===== config.mk =====
export PLATFORM = sky130hd
export DESIGN_NAME = uart_rx_byte_fifo
export DESIGN_NICKNAME = d
export VERILOG_FILES = /design/src/rtl/qc_uart_pkg.sv /design/src/rtl/sync_byte_fifo.sv /design/src/rtl/uart_rx_byte_fifo.sv
export SDC_FILE = /design/constraint.sdc
export NUM_CORES = 1
export LEC_CHECK = 0
export CAP_MARGIN = 20
export CORE_AREA = 2 2 153 118
export CTS_CLUSTER_SIZE = 30
export DETAILED_ROUTE_END_ITERATION = 7
export DIE_AREA = 0 0 155 120
export PLACE_DENSITY = 0.66
export SLEW_MARGIN = 15
export SYNTH_ARGS = -nofsm -noshare
export SYNTH_HDL_FRONTEND = slang
export SYNTH_SLANG_ARGS = --single-unit

===== constraint.sdc =====
create_clock -name clk -period 10.2 [get_ports clk]
set_input_delay 2.04 -clock clk [delete_from_list [all_inputs] [get_ports clk]]
set_output_delay 2.04 -clock clk [all_outputs]
set_load 0.01 [all_outputs]

===== src/rtl/qc_uart_pkg.sv =====
// qc_uart_pkg: shared UART types and helpers for fabric-side RX/TX blocks.
package qc_uart_pkg;
  typedef enum logic [2:0] {IDLE, START, DATA, STOP, WAIT_IDLE} rx_state_t;
  localparam int UART_DATA_BITS = 8;
  function automatic int baud_div(input longint clk_hz, input longint baud, input longint os);
    longint d;
    d = (clk_hz + (baud * os) / 2) / (baud * os);
    return (d < 1) ? 1 : int'(d);
  endfunction
endpackage


===== src/rtl/sync_byte_fifo.sv =====
// sync_byte_fifo: circular byte FIFO with a registered show-ahead head and valid.
module sync_byte_fifo #(
  parameter int DEPTH = 16
) (
  input  logic                     clk,
  input  logic                     rst_n,
  input  logic                     push,
  input  logic [7:0]               din,
  output logic                     full,
  input  logic                     pop,
  output logic [7:0]               dout,
  output logic                     empty,
  output logic [$clog2(DEPTH):0]   count
);
  localparam int AW = $clog2(DEPTH);
  logic [AW:0] wr_q, wr_d, rd_q, rd_d;
  logic [7:0] mem_q [DEPTH];
  logic [7:0] dout_q, dout_d;
  logic empty_q, empty_d;
  logic wr_en, rd_en;
  assign count = wr_q - rd_q;
  assign full = count[AW];
  assign dout = dout_q;
  assign empty = empty_q;
  // The head register is loaded with whatever sits at the next read slot, bypassing the write when they coincide.
  always_comb begin
    rd_en = pop && !empty_q;
    wr_en = push && (!full || rd_en);
    wr_d = wr_q + (AW+1)'(wr_en);
    rd_d = rd_q + (AW+1)'(rd_en);
    empty_d = wr_d == rd_d;
    dout_d = empty_d ? '0 : (wr_en && wr_q[AW-1:0] == rd_d[AW-1:0]) ? din : mem_q[rd_d[AW-1:0]];
  end
  always_ff @(posedge clk) if (wr_en) mem_q[wr_q[AW-1:0]] <= din;
  always_ff @(posedge clk or negedge rst_n) begin
    if (!rst_n) begin
      wr_q <= '0;
      rd_q <= '0;
      dout_q <= '0;
      empty_q <= 1'b1;
    end else begin
      wr_q <= wr_d;
      rd_q <= rd_d;
      dout_q <= dout_d;
      empty_q <= empty_d;
    end
  end
endmodule


===== src/rtl/uart_rx_byte_fifo.sv =====
// uart_rx_byte_fifo: 16x oversampled 8N1 UART receiver feeding a byte FIFO stream.
module uart_rx_byte_fifo
  import qc_uart_pkg::*;
#(
  parameter int CLK_FREQ_HZ = 100_000_000,
  parameter int BAUD        = 9_600,
  parameter int OVERSAMPLE  = 16,
  parameter int FIFO_DEPTH  = 16
) (
  input  logic                          clk,
  input  logic                          rst_n,
  input  logic                          rxd,
  output logic [7:0]                    m_data,
  output logic                          m_valid,
  input  logic                          m_ready,
  output logic [$clog2(FIFO_DEPTH):0]   fifo_count,
  output logic                          frame_err,
  output logic                          overrun
);
  localparam int DIV = baud_div(CLK_FREQ_HZ, BAUD, OVERSAMPLE);
  localparam int DW = DIV > 1 ? $clog2(DIV) : 1;
  logic [1:0] sync_q, sync_d;
  logic [DW-1:0] div_q, div_d;
  rx_state_t state_q, state_d;
  logic [3:0] smp_q, smp_d;
  logic [2:0] bit_q, bit_d;
  logic [7:0] shift_q, shift_d;
  logic armed_q, armed_d, frame_err_q, frame_err_d, overrun_q, overrun_d;
  logic rx, tick, push, full, empty;
  assign rx = sync_q[1];
  assign m_valid = !empty;
  assign frame_err = frame_err_q;
  assign overrun = overrun_q;
  always_comb begin
    sync_d = {sync_q[0], rxd};
    tick = div_q == DW'(DIV - 1);
    div_d = tick ? '0 : div_q + DW'(1);
    armed_d = armed_q | rx;
    state_d = state_q;
    smp_d = tick ? smp_q + 4'd1 : smp_q;
    bit_d = bit_q;
    shift_d = shift_q;
    push = 1'b0;
    frame_err_d = 1'b0;
    // Start detection runs every clock so the divider can realign to the falling edge.
    if (state_q == IDLE && !rx && armed_q) begin
      state_d = START;
      smp_d = '0;
      div_d = '0;
    end else if (tick) begin
      case (state_q)
        START: begin
          if (smp_q == 4'd7 && rx) state_d = IDLE;
          else if (smp_q == 4'd15) begin
            state_d = DATA;
            bit_d = '0;
          end
        end
        DATA: begin
          if (smp_q == 4'd7) shift_d = {rx, shift_q[7:1]};
          if (smp_q == 4'd15) begin
            bit_d = bit_q + 3'd1;
            if (bit_q == 3'(UART_DATA_BITS - 1)) state_d = STOP;
          end
        end
        STOP: begin
          if (smp_q == 4'd7) begin
            push = rx;
            frame_err_d = !rx;
            state_d = rx ? IDLE : WAIT_IDLE;
          end
        end
        WAIT_IDLE: state_d = rx ? IDLE : WAIT_IDLE;
        default: ;
      endcase
    end
    overrun_d = push && full && !(m_valid && m_ready);
  end
  always_ff @(posedge clk or negedge rst_n) begin
    if (!rst_n) begin
      sync_q <= 2'b11;
      div_q <= '0;
      state_q <= IDLE;
      smp_q <= '0;
      bit_q <= '0;
      shift_q <= '0;
      armed_q <= 1'b0;
      frame_err_q <= 1'b0;
      overrun_q <= 1'b0;
    end else begin
      sync_q <= sync_d;
      div_q <= div_d;
      state_q <= state_d;
      smp_q <= smp_d;
      bit_q <= bit_d;
      shift_q <= shift_d;
      armed_q <= armed_d;
      frame_err_q <= frame_err_d;
      overrun_q <= overrun_d;
    end
  end
  sync_byte_fifo #(.DEPTH(FIFO_DEPTH)) u_fifo (
    .clk(clk),
    .rst_n(rst_n),
    .push(push),
    .din(shift_q),
    .full(full),
    .pop(m_ready),
    .dout(m_data),
    .empty(empty),
    .count(fifo_count)
  );
endmodule


==> flow_metrics.env <==
export IMPL_ctsResizeCount=0
export IMPL_clock_sinks=180
export IMPL_synth_flop_cell="edfxtp_1"
export IMPL_post_cts_buffers=0
export IMPL_comb_power_share_pct=27.3
export IMPL_ys_types=52
export IMPL_diodes=0
export IMPL_die_area_mm2=0.0186
export IMPL_finClkSkew_ns=0.00826
export IMPL_reg2reg_from="u_fifo.wr_q[0]"
export IMPL_grt_max_degree=53
export IMPL_hpwl_mm=9.48
export IMPL_ys_async_sr_fraction_pct=28.9
export IMPL_io_buffers=19
export IMPL_relSlewSlack_pct=36.8
export IMPL_clock_fmax_mhz=204
export IMPL_route_detailed_drc=0
export IMPL_hold_path_end="sync_q[1]"
export IMPL_crit_path_end_kind="flop"
export IMPL_cp_data_arrival_time_ns=5.22
export IMPL_nets=529
export IMPL_p_sw_share_pct=30.1
export IMPL_avgSynthCellArea_um2=15.5
export IMPL_cts_buffer_depth=2
export IMPL_outcome="complete, no violations"
export IMPL_fin_util_pct=50.3
export IMPL_gp_congestion=0.842
export IMPL_crit_path_start_kind="primary input"
export IMPL_layout_drive_gt1_share_pct=15.6
export IMPL_cts_tree="built"
export IMPL_final_cell_mix="edfxtp_1, nand2_1, dfrtp_1"
export IMPL_crit_fanout=35
export IMPL_start_util_pct=44.0
export IMPL_p_sw_w=0.000649
export IMPL_die_w_um=155
export IMPL_place_area_mm2=0.00800
export IMPL_fp_coreArea_mm2=0.0172
export IMPL_cts_root_buf="clkbuf_16"
export IMPL_syn_nets=506
export IMPL_grt_pass1_wl_mm=24.1
export IMPL_grt_use_total_pct=17.6
export IMPL_clock_power_share_pct=33.3
export IMPL_clk_latency_ns=0.43
export IMPL_worst_hold_path_type="reg2reg"
export IMPL_ctsHtreeMaxLevel=4
export IMPL_dr_pass1_iters=5
export IMPL_hold_buffers=0
export IMPL_maxCapViolCount=0
export IMPL_first_global_vias=4295
export IMPL_rsz0062_at_grt="false"
export IMPL_drt_wirelength_per_cell_um=20.2
export IMPL_drt_vias_per_instance=5.54
export IMPL_synth_cells=488
export IMPL_syn_area_mm2=0.00757
export IMPL_synth_edf_count=128
export IMPL_p_per_area_mw_per_mm2=249
export IMPL_cts_buffers=17
export IMPL_gr_total_overflow=0
export IMPL_period_needed_ns=4.91
export IMPL_p_seq_share_pct=39.4
export IMPL_area_growth_pct=14.3
export IMPL_worstHoldPathCells=0
export IMPL_fin_setup_tns_ns=0
export IMPL_total_leakage_power_nw=2.82
export IMPL_io_pins=20
export IMPL_antenna_found_initial=0
export IMPL_wl_mm=15.0
export IMPL_worst_r2r_endpoint="u_fifo.mem_q[5][3]"
export IMPL_r2r_cells=8
export IMPL_intPower_w=0.00150
export IMPL_min_period_over_period_pct=48.1
export IMPL_ys_ff_latch=180
export IMPL_slew_viol_final=0
export IMPL_vias=4119
export IMPL_report_final_hold_viol_count=0
export IMPL_die_y_um=120
export IMPL_worst_pin_slew_ns=0.947
export IMPL_finalSetupViolCount=0
export IMPL_rows=42
export IMPL_netlist_area_leader_share_pct=50.8
export IMPL_drtIter0Drc=350
export IMPL_rrSetupSlack_ns=6.55
export IMPL_ant_nets=0
export IMPL_min_from="sync_q[0]"
export IMPL_layout_commonest_cell="edfxtp_1"
export IMPL_ys_warnings_count=0
export IMPL_synth_top_area_cell="edfxtp_1"
export IMPL_ys_top_cells_by_area="edfxtp_1, dfrtp_1, mux4_2, nand2_1, xnor2_1"
export IMPL_ys_seq_area_share_pct=68.0
export IMPL_required_ns=10.51
export IMPL_cts_clk_slew_worst_paths_ns=0.07
export IMPL_design_area_mm2=0.00865
export IMPL_ir_drop_mv=0.123
export IMPL_worstSetupPathType="in2reg"
[critical path, cell delays in order]
cell             delay, ns
clkdlybuf4s50_1       0.48
nor2b_1               0.25
ha_2                  0.22
ha_2                  0.81
xnor2_1               0.20
nand4_1               0.31
or3_1                 0.54
a211oi_1              0.36
[cells in the mapped netlist, types with 6 or more instances]
cell type  number
nor3_1          6
buf_2           7
mux4_2         32
dfrtp_1        49
nor2_1         31
xnor2_1        19
inv_1          16
o21ai_0        10
a211oi_1        8
xor2_1         10
nand2_1        52
nand3_1        14
nor4_1          9
edfxtp_1      128
mux2_1          7
ha_1           13
clkbuf_1       14
[metrics by stage]
| step | power, W | setup slack, ns | hold WS (ns) | cells |
|---|---|---|---|---|
| final | 0.00215 | 5.29 | 0.357 | 744 |
| after global placement | 0.00144 | 5.08 | 0.348 | 712 |
| after CTS | 0.00217 | 5.31 | 0.357 | 744 |
| after floorplan | 0.00126 | 5.92 | 0.345 | 488 |
| after detailed placement | 0.00145 | 4.87 | 0.347 | 712 |
| after global routing | 0.00226 | 5.02 | 0.367 | 744 |
[power groups by stage]
stage	Combinational, W	Sequential (W)	Clock, W
finish	0.000588	0.000848	0.000718
global route	0.000645	0.000853	0.000760
CTS	0.000591	0.000848	0.000730
detailed placement	0.000591	0.000863	0
global placement	0.000582	0.000861	0
floorplan	0.000403	0.000861	0
[routing by layer]
metal / track usage, % / part of all wire [%] / vias up
met4: 5.96 / 1.2 / 0
met3: 4.84 / 5.1 / 15
li1: - / - / 1887
met1: 25.2 / 48 / 2108
met2: 26.1 / 46 / 109
met5: 0 / 0 / -
[area by class of cell]
cell class / instances / area, µm²
Clock buffer: 17 / 425
Clock inverter: 15 / 226
Timing Repair Buffer: 27 / 245
Sequential cell: 180 / 5150
Tap cell: 220 / 275
Fill cell: 1387 / 8540
Inverter: 17 / 63.8
Multi-Input combinational cell: 268 / 2260
[worst max-delay path by stage]
| stage | start | endpoint | slack, ns | depth (start not counted) |
|---|---|---|---|---|
| after global placement | m_ready | u_fifo.dout[6] | 5.08 | 8 |
| final | m_ready | u_fifo.dout[6] | 5.29 | 8 |
| after detailed placement | m_ready | u_fifo.dout[6] | 4.87 | 8 |
| after CTS | m_ready | u_fifo.dout[6] | 5.31 | 8 |
| after global routing | m_ready | u_fifo.dout[6] | 5.02 | 8 |
| after floorplan | m_ready | u_fifo.mem_q[2][0] | 5.92 | 6 |
[cells by family (layout without fill, tap and decap cells)]
family	Yosys count	in the layout	share of synthesized area [%]
flops	180	180	68.0
simple gates	149	149	9.89
mux	43	43	11.1
buf+inv	40	76	2.15
compound gates	32	32	2.76
xor+xnor	30	30	3.65
fa+ha+maj	14	14	2.41
[flip-flops by register name, indices dropped and copies added (netlist names)]
register / flops
armed_q: 1
div_q: 10
u_fifo.empty: 1
u_fifo.rd_q: 5
bit_q: 3
smp_q: 4
u_fifo.mem_q: 128
u_fifo.dout: 8
shift_q: 8
overrun: 1
sync_q: 2
state_q: 3
u_fifo.wr_q: 5
frame_err: 1
Power figures use the tool's default switching activity.
